$ cat src/rtl/y_risc_pkg.sv
// y_risc_pkg: shared widths, reset PC, PC step and fetch buffer entry type
package y_risc_pkg;
  localparam int XLEN = 32;
  localparam int ILEN = 32;
  localparam logic [XLEN-1:0] RESET_PC = '0;
  localparam logic [XLEN-1:0] PC_STEP = XLEN'(4);
  typedef struct packed {
    logic [XLEN-1:0] pc;
    logic [ILEN-1:0] inst;
    logic            filled;
  } fetch_entry_t;
endpackage

$ cat src/rtl/fetch_buffer.sv
// fetch_buffer: in-order ring of fetch entries with separate alloc, fill and read pointers
module fetch_buffer
  import y_risc_pkg::*;
#(
  parameter int DEPTH = 4,
  localparam int AW = $clog2(DEPTH),
  localparam int PW = AW + 1
) (
  input  logic            clk,
  input  logic            rst_n,
  input  logic            flush,
  input  logic            alloc_valid,
  input  logic [XLEN-1:0] alloc_pc,
  input  logic            fill_valid,
  input  logic [ILEN-1:0] fill_data,
  input  logic            rd_ready,
  output logic            rd_valid,
  output logic [XLEN-1:0] rd_pc,
  output logic [ILEN-1:0] rd_inst,
  output logic            full,
  output logic [PW-1:0]   unfilled
);
  logic [PW-1:0] alloc_ptr_q, alloc_ptr_d, fill_ptr_q, fill_ptr_d, rd_ptr_q, rd_ptr_d;
  logic [PW-1:0] count;
  fetch_entry_t  ent_q [DEPTH];
  fetch_entry_t  ent_d [DEPTH];
  fetch_entry_t  rd_entry;
  assign count    = alloc_ptr_q - rd_ptr_q;
  assign unfilled = alloc_ptr_q - fill_ptr_q;
  assign full     = count == PW'(DEPTH);
  assign rd_entry = ent_q[rd_ptr_q[AW-1:0]];
  assign rd_valid = (count != '0) && rd_entry.filled;
  assign rd_pc    = rd_entry.pc;
  assign rd_inst  = rd_entry.inst;
  // fills land in allocation order, so the oldest unfilled entry is always at fill_ptr
  always_comb begin
    ent_d       = ent_q;
    alloc_ptr_d = alloc_ptr_q;
    fill_ptr_d  = fill_ptr_q;
    rd_ptr_d    = (rd_valid && rd_ready) ? rd_ptr_q + PW'(1) : rd_ptr_q;
    if (alloc_valid) begin
      ent_d[alloc_ptr_q[AW-1:0]] = '{pc: alloc_pc, inst: '0, filled: 1'b0};
      alloc_ptr_d = alloc_ptr_q + PW'(1);
    end
    if (fill_valid && unfilled != '0) begin
      ent_d[fill_ptr_q[AW-1:0]].inst   = fill_data;
      ent_d[fill_ptr_q[AW-1:0]].filled = 1'b1;
      fill_ptr_d = fill_ptr_q + PW'(1);
    end
    if (flush) begin
      alloc_ptr_d = '0;
      fill_ptr_d  = '0;
      rd_ptr_d    = '0;
    end
  end
  always_ff @(posedge clk or negedge rst_n) begin
    if (!rst_n) begin
      ent_q       <= '{default: '0};
      alloc_ptr_q <= '0;
      fill_ptr_q  <= '0;
      rd_ptr_q    <= '0;
    end else begin
      ent_q       <= ent_d;
      alloc_ptr_q <= alloc_ptr_d;
      fill_ptr_q  <= fill_ptr_d;
      rd_ptr_q    <= rd_ptr_d;
    end
  end
endmodule

$ cat src/rtl/fetch_stage.sv
// fetch_stage: PC generator, request gating, stale-response drop counter and redirect flush
module fetch_stage
  import y_risc_pkg::*;
#(
  parameter logic [XLEN-1:0] RESET_PC_P = RESET_PC,
  parameter int BUF_DEPTH = 4
) (
  input  logic            clk,
  input  logic            rst_n,
  output logic            imem_req_valid,
  input  logic            imem_req_ready,
  output logic [XLEN-1:0] imem_req_addr,
  input  logic            imem_rsp_valid,
  input  logic [ILEN-1:0] imem_rsp_data,
  input  logic            redirect_valid,
  input  logic [XLEN-1:0] redirect_pc,
  output logic            inst_valid,
  input  logic            inst_ready,
  output logic [ILEN-1:0] inst_data,
  output logic [XLEN-1:0] inst_pc
);
  localparam int PW = $clog2(BUF_DEPTH) + 1;
  localparam int DW = PW + 3;
  logic [XLEN-1:0] pc_q, pc_d;
  logic [DW-1:0]   drop_q, drop_d;
  logic            full, req_fire, rsp_fill, rsp_owned;
  logic [PW-1:0]   unfilled;
  assign imem_req_valid = rst_n && !redirect_valid && !full;
  assign imem_req_addr  = pc_q;
  assign req_fire       = imem_req_valid && imem_req_ready;
  assign rsp_fill       = imem_rsp_valid && drop_q == '0 && !redirect_valid;
  // a response during redirect retires one old-stream fetch, whether pending drop or unfilled
  assign rsp_owned      = imem_rsp_valid && (drop_q != '0 || unfilled != '0);
  always_comb begin
    pc_d   = redirect_valid ? {redirect_pc[XLEN-1:2], 2'b00} : req_fire ? pc_q + PC_STEP : pc_q;
    drop_d = redirect_valid ? drop_q + DW'(unfilled) - DW'(rsp_owned)
           : (imem_rsp_valid && drop_q != '0) ? drop_q - DW'(1) : drop_q;
  end
  always_ff @(posedge clk or negedge rst_n) begin
    if (!rst_n) begin
      pc_q   <= RESET_PC_P;
      drop_q <= '0;
    end else begin
      pc_q   <= pc_d;
      drop_q <= drop_d;
    end
  end
  fetch_buffer #(.DEPTH(BUF_DEPTH)) u_buf (
    .clk         (clk),
    .rst_n       (rst_n),
    .flush       (redirect_valid),
    .alloc_valid (req_fire),
    .alloc_pc    (pc_q),
    .fill_valid  (rsp_fill),
    .fill_data   (imem_rsp_data),
    .rd_ready    (inst_ready),
    .rd_valid    (inst_valid),
    .rd_pc       (inst_pc),
    .rd_inst     (inst_data),
    .full        (full),
    .unfilled    (unfilled)
  );
endmodule

$ cat config.mk
export PLATFORM = sky130hd
export DESIGN_NAME = fetch_stage
export DESIGN_NICKNAME = d
export VERILOG_FILES = /design/src/rtl/y_risc_pkg.sv /design/src/rtl/fetch_buffer.sv /design/src/rtl/fetch_stage.sv
export SDC_FILE = /design/constraint.sdc
export NUM_CORES = 1
export LEC_CHECK = 0
export ABC_AREA = 1
export CORE_MARGIN = 2
export CORE_UTILIZATION = 50
export DETAILED_ROUTE_END_ITERATION = 8
export MAX_ROUTING_LAYER = met4
export PLACE_DENSITY = 0.76
export SYNTH_ARGS = -nofsm -noshare
export SYNTH_HDL_FRONTEND = slang
export SYNTH_SLANG_ARGS = --single-unit
$ cat constraint.sdc
create_clock -name clk -period 3.1 [get_ports clk]
set_input_delay 0.465 -clock clk [delete_from_list [all_inputs] [get_ports clk]]
set_output_delay 0.465 -clock clk [all_outputs]
set_load 0.02 [all_outputs]
## Yosys cells after proc, flatten, opt, wreduce, memory -nomap -nowiden

Index checks and enable logic that the tools add are counted.
Widths: inputs -> output; s select.

- Register bits: 307
- Latch bits: 0
- Bits in writable memories: 0
- ROM bits: 0
- Input port bits: 70
- Output and inout bits: 98
- Word-level logic and storage cells: 82
- Memories kept: 0

- $add $sub $neg: 9
- $mul: 0
- Divide/modulo/power cells: 0
- Magnitude comparators: 5
- Eq/ne operators: 1
- Shifts and indexed selects: 0
- Mux-type cells: 24
- Bitwise operators: 3
- Reductions and logical operators: 23

Operators with widths:

| cell | count |
|---|---|
| $bwmux 260 | 3 |
| $mux 260 | 2 |
| $demux 65 s2 | 3 |
| $mux 65 | 3 |
| $bmux 65 s2 | 1 |
| $mux 32 | 2 |
| $mux 33 | 1 |
| $add 32x3->32 const B | 1 |
| $mux 3 | 6 |
| $logic_and 1x1->1 | 12 |
| $mux 6 | 2 |
| $add 3x1->3 const B | 3 |
| $ge 3x3->1 const B | 3 |
| $not 2->3 | 3 |
| $reduce_bool 2->1 | 4 |
| $add 6x3->6 | 1 |
| $logic_not 6->1 | 1 |
| $lt 3x1->1 const B | 2 |
| $reduce_bool 3->1 | 2 |
| $reduce_bool 6->1 | 1 |
| $sub 3x3->3 | 2 |
| $sub 6x1->6 | 1 |
| $sub 6x1->6 const B | 1 |
| $eq 3x3->1 const B | 1 |
| other kinds (3) | 4 |

## Longest topological paths before layout

- Depth after elaboration: 10
- Depth in mapped cells: 19

## Modules after synthesis

A second synthesis with hierarchy kept.

- Cell total of the unflattened synthesis: 2252
- Area total of the unflattened synthesis: 16771.1 µm²

By module, submodules not included:

| module | instances | cells an instance | area each (µm²) | seq. area each (µm²) |
|---|---|---|---|---|
| fetch_buffer | 1 | 1815 | 13822.0 | 6731.5 |
| fetch_stage | 1 | 437 | 2949.1 | 900.9 |

## Worst setup path after synthesis

OpenSTA, ideal clock, no wires.

- Kind: flip-flop to flip-flop
- Start: reg u_buf.alloc_ptr_q[0]
- End: reg drop_q[4]
- Library setup time: 71 ps
- Data arrival time: 3030 ps
- Path slack: -1 ps
- Stages on the path, launching flop included: 19
- Path buffers: 0
- Cells stage by stage: dfrtp_1 -> inv_1 -> ha_1 -> fa_1 -> nand2_1 -> nand3b_4 -> nand2_1 -> nand2_1 -> ha_1 -> inv_1 -> ha_1 -> inv_1 -> fa_1 -> nand3b_1 -> nand2_1 -> o21ai_0 -> a21oi_1 -> nor2_1 -> nor2_1

- Word-level cells in the longest chain between the ends: 6
- Elaborated cells on any way between the ends: 7
- Those cells by class: 3 x add/sub; 1 x mux; 3 x reduce/logical

RTL lines:

| what | line | RTL |
|---|---|---|
| from (decl) | fetch_buffer.sv:23 | `logic [PW-1:0] alloc_ptr_q, alloc_ptr_d, fill_ptr_q, fill_ptr_d, rd_ptr_q, rd_ptr_d;` |
| from (signal assigned) | fetch_buffer.sv:64 | `alloc_ptr_q <= alloc_ptr_d;` |
| $sub 3x3->3 * | fetch_buffer.sv:29 | `assign unfilled = alloc_ptr_q - fill_ptr_q;` |
| parallel branches: the longest is 3 deep, another holds $add 6x3->6 | -- |  |
| $sub 6x1->6 * | fetch_stage.sv:36 | `drop_d = redirect_valid ? drop_q + DW'(unfilled) - DW'(rsp_owned)` |
| $mux 6 * | fetch_stage.sv:36 |  |
| to (signal assigned) | fetch_stage.sv:45 | `drop_q <= drop_d;` |
| to (decl) | fetch_stage.sv:25 | `logic [DW-1:0] drop_q, drop_d;` |

Mark *: on every way between the ends.
A chain may end at the register's enable or synchronous reset.

## Worst setup path in the final report

- Start: reg u_buf.rd_ptr_q[1]
- End: out inst_pc[26]

- Word-level cells in the longest chain between the ends: 4

RTL lines:

| what | line | RTL |
|---|---|---|
| from (decl) | fetch_buffer.sv:23 |  |
| from (signal assigned) | fetch_buffer.sv:66 | `rd_ptr_q <= rd_ptr_d;` |
| $not 2->3 (implied by the code) | fetch_buffer.sv:31 | `assign rd_entry = ent_q[rd_ptr_q[AW-1:0]];` |
| $bmux 65 s2 | fetch_buffer.sv:31 |  |
| $mux 65 (implied by the code) (2 in a row) | fetch_buffer.sv:31 |  |
| to (decl) | fetch_stage.sv:20 | `output logic [XLEN-1:0] inst_pc` |

Every way passes these cells. The select of a mux whose other input is x is not followed.

==> key figures <==
Synthesis
  – Register bit total from synthesis: 297
  – Synthesized area per cell: 7.92 sq um
  – Mapped Cells: 1,901
  – Post-synth EDFFs: 0
  – Cell taking the most area after synthesis: dfrtp_1
  – Synth top area share: 0.493
  – Yosys cell types: 32
  – Synth Flop Type: dfrtp_1
  – Largest cells by area after synthesis: dfrtp_1 49%, nand2_1 15%, nand3_1 7.2%
  – Most frequent cell after synthesis: nand2_1
  – Cell Area, Synth: 15,100 sq um
  – Commonest cells in the netlist: 595 x nand2_1, 297 x dfrtp_1, 217 x nand3_1
  – Post-synth ARST share: 1.00
  – Register area share after synthesis: 0.493
  – Yosys warning count: 0

Detailed routing
  – Via density: 5.71
  – Routed len/inst: 17.8 microns
  – Antenna viol nets, final: 0
  – Via count: 13.9k
  – Remaining DRCs: 0
  – DRT Pass-1 Iters: 8
  – Drt total wl: 43,200 microns
  – DRT iter0 DRCs: 1,372

Global routing
  – Gr usage total: 0.281
  – First-pass GRT wire length: 69,200 microns
  – Total gr overflow: 0
  – Initial antenna violation count: 0
  – Vias in the first global route: 13.3k
  – Largest net degree at the start of global routing: 173

Placement
  – Inst Count DP: 2,365
  – Gpl congestion: 0.925
  – Dpl hpwl: 25,800 microns
  – Placed cell area: 16,800 sq um
  – I/O Buffers: 161

Floorplanning
  – Io pins: 168
  – Std-Cell Core Area: 29,600 sq um
  – Die area: 31,500 sq um
  – Rows: 63
  – Die H: 178 microns
  – Initial Util: 0.508
  – Die width: 178 microns

Finish
  – Multi-input logic area: 6580 sq um
  – Storage cell area: 7440 sq um
  – # nets final: 2,111
  – Post-route insts no fill: 2,429
  – Area grow syn2layout: 19.8%
  – Layout cells sized above 1: 0.0618
  – Diodes inserted: 0
  – FILL cells: 2,587
  – Final instance area: 18,000 sq um

Timing
  – Slew headroom: 0.339
  – RSZ-0062 raised after global routing: yes
  – Slew @ Worst Pin: 991 ps
  – Setup violators final: 0
  – Final Hold Fails: 0
  – Fin crit share: 0.974
  – Min Tclk post-route: 3020 ps
  – Clk_skew: 8.48 ps
  – Slew Viols, Final: 0
  – Max Fclk: 331 MHz

Power and ir drop
  – Pwr Density: 719 nW/um^2
  – Final total power: 0.0130 W
  – Worst vdd ir: 0.495 mV
  – Leak: 8.94 nW

Clocking
  – Worst-path clk slew: 60 ps
  – CTS tree: built
  – Htree depth: 1
  – TritonCTS Sinks: 297
  – Latest clock arrival within the worst-skew pair: 550 ps
  – Root buf cell: clkbuf_16
  – TritonCTS buffer count: 31
  – Clock tree buffer depth: 3

Worst setup path
  – Crit Path Class: reg2out
  – Setup crit end kind: primary output
  – CP Data Required Time: 2630 ps
  – Critical Path AT: 2560 ps
  – Reg2reg setup slack: 100 ps
  – CP Launch Type: flip-flop
  – Max Fanout on Critical Path: 63

Run
  – Max-Cap Viols: 0

Min path
  – Min-delay worst type: in2async

Run status
  – Status: complete, no violations
## stage by stage
| stage | setup slack (ps) | hold WS, ps | util | TNS, ps |
|---|---|---|---|---|
| floorplan | 23.3 | 169 | - | 0 |
| global placement | 63.4 | 331 | 0.568 | 0 |
| detailed placement | 23.7 | 337 | 0.568 | 0 |
| CTS | 9.21 | 345 | 0.607 | 0 |
| global route | -40.7 | 371 | 0.609 | -60.0 |
| finish | 79.1 | 354 | 0.609 | 0 |
## registers in the layout (all words and copies together), names as in the netlist
| signal | count |
|---|---|
| drop_q | 6 |
| u_buf.ent_q | 252 |
| imem_req_addr | 30 |
| u_buf.alloc_ptr_q | 3 |
| u_buf.rd_ptr_q | 3 |
| u_buf.fill_ptr_q | 3 |
## final timing paths
| path | startpoint | to | cells past startpoint |
|---|---|---|---|
| worst max-delay path | u_buf.rd_ptr_q[1] | inst_pc[26] | 5 |
| worst min-delay path | rst_n | u_buf.ent_q[95] | 2 |
| worst max register to register | u_buf.fill_ptr_q[0] | drop_q[2] | 16 |
| worst min register to register | u_buf.ent_q[0] | u_buf.ent_q[0] | 2 |
| max in group asynchronous | rst_n | u_buf.ent_q[43] | 3 |
| min in group clk | u_buf.ent_q[0] | u_buf.ent_q[0] | 2 |
## cell families (layout without fill, tap and decap cells)
family                   Yosys count  in the layout  synth area share
adder cells (fa/ha/maj)           26             26            0.0226
buffers and inverters            205            340            0.0743
XOR/XNOR                          17             17           0.00988
other                              1              4          0.000249
flip-flops                       297            297             0.493
AND/OR/NAND/NOR                 1021           1021             0.283
AO/OA/AOI/OAI                    334            334             0.116
## layer usage
layer,track usage,share of wire
met5,-,0
met4,0.0816,0.024
met3,0.0360,0.079
met2,0.439,0.47
met1,0.387,0.43
## critical path, cell delays in order (launching register included)
cell             delay (ps)
dfrtp_2                 430
clkinv_1                100
buf_12                  320
o21ai_0                 150
o22ai_1                 310
clkdlybuf4s50_1         690
## power breakdown
group	switching [W]	total, W	internal (W)
registers	0.000404	0.00487	0.00446
logic	0.00245	0.00412	0.00168
clock network	0.00156	0.00399	0.00243
total	0.00441	0.0130	0.00857
## layout make-up
cell class	count	area share
clock buffers	43	0.0499
clock inverters	14	0.0108
inverters	82	0.0175
multi-input cells	1402	0.365
flip-flops and latches	297	0.412
well taps	390	0.0270
repair buffers	201	0.118
## timing repair
action / in CTS / in global routing
setup endpoints to repair: 25 / 13
cloned: 1 / 0
hold buffers: 1 / 0
pin swaps: 0 / 5
buffers inserted: 0 / 5
resized for setup: 9 / 12
endpoints found under the hold margin: 24 / 0
## layout by cell type (no fill, tap or decap), drive strengths merged
cell type and instances:
nand2 598, dfrtp 297, o21ai 264, nand3 223, nor2 191, clkdlybuf4s50 151
inv 80, o22ai 62, clkbuf 43, buf 39, ha 24, xor2 16
clkinv 11, a21oi 7, nand4 6, bufinv 5, dlymetal6s2s 5, conb 4
dlygate4sd2 4, nand3b 2, fa 2, and2 1, o211ai 1, xnor2 1
bufbuf 1, dlygate4sd3 1
Power figures use the tool's default switching activity.
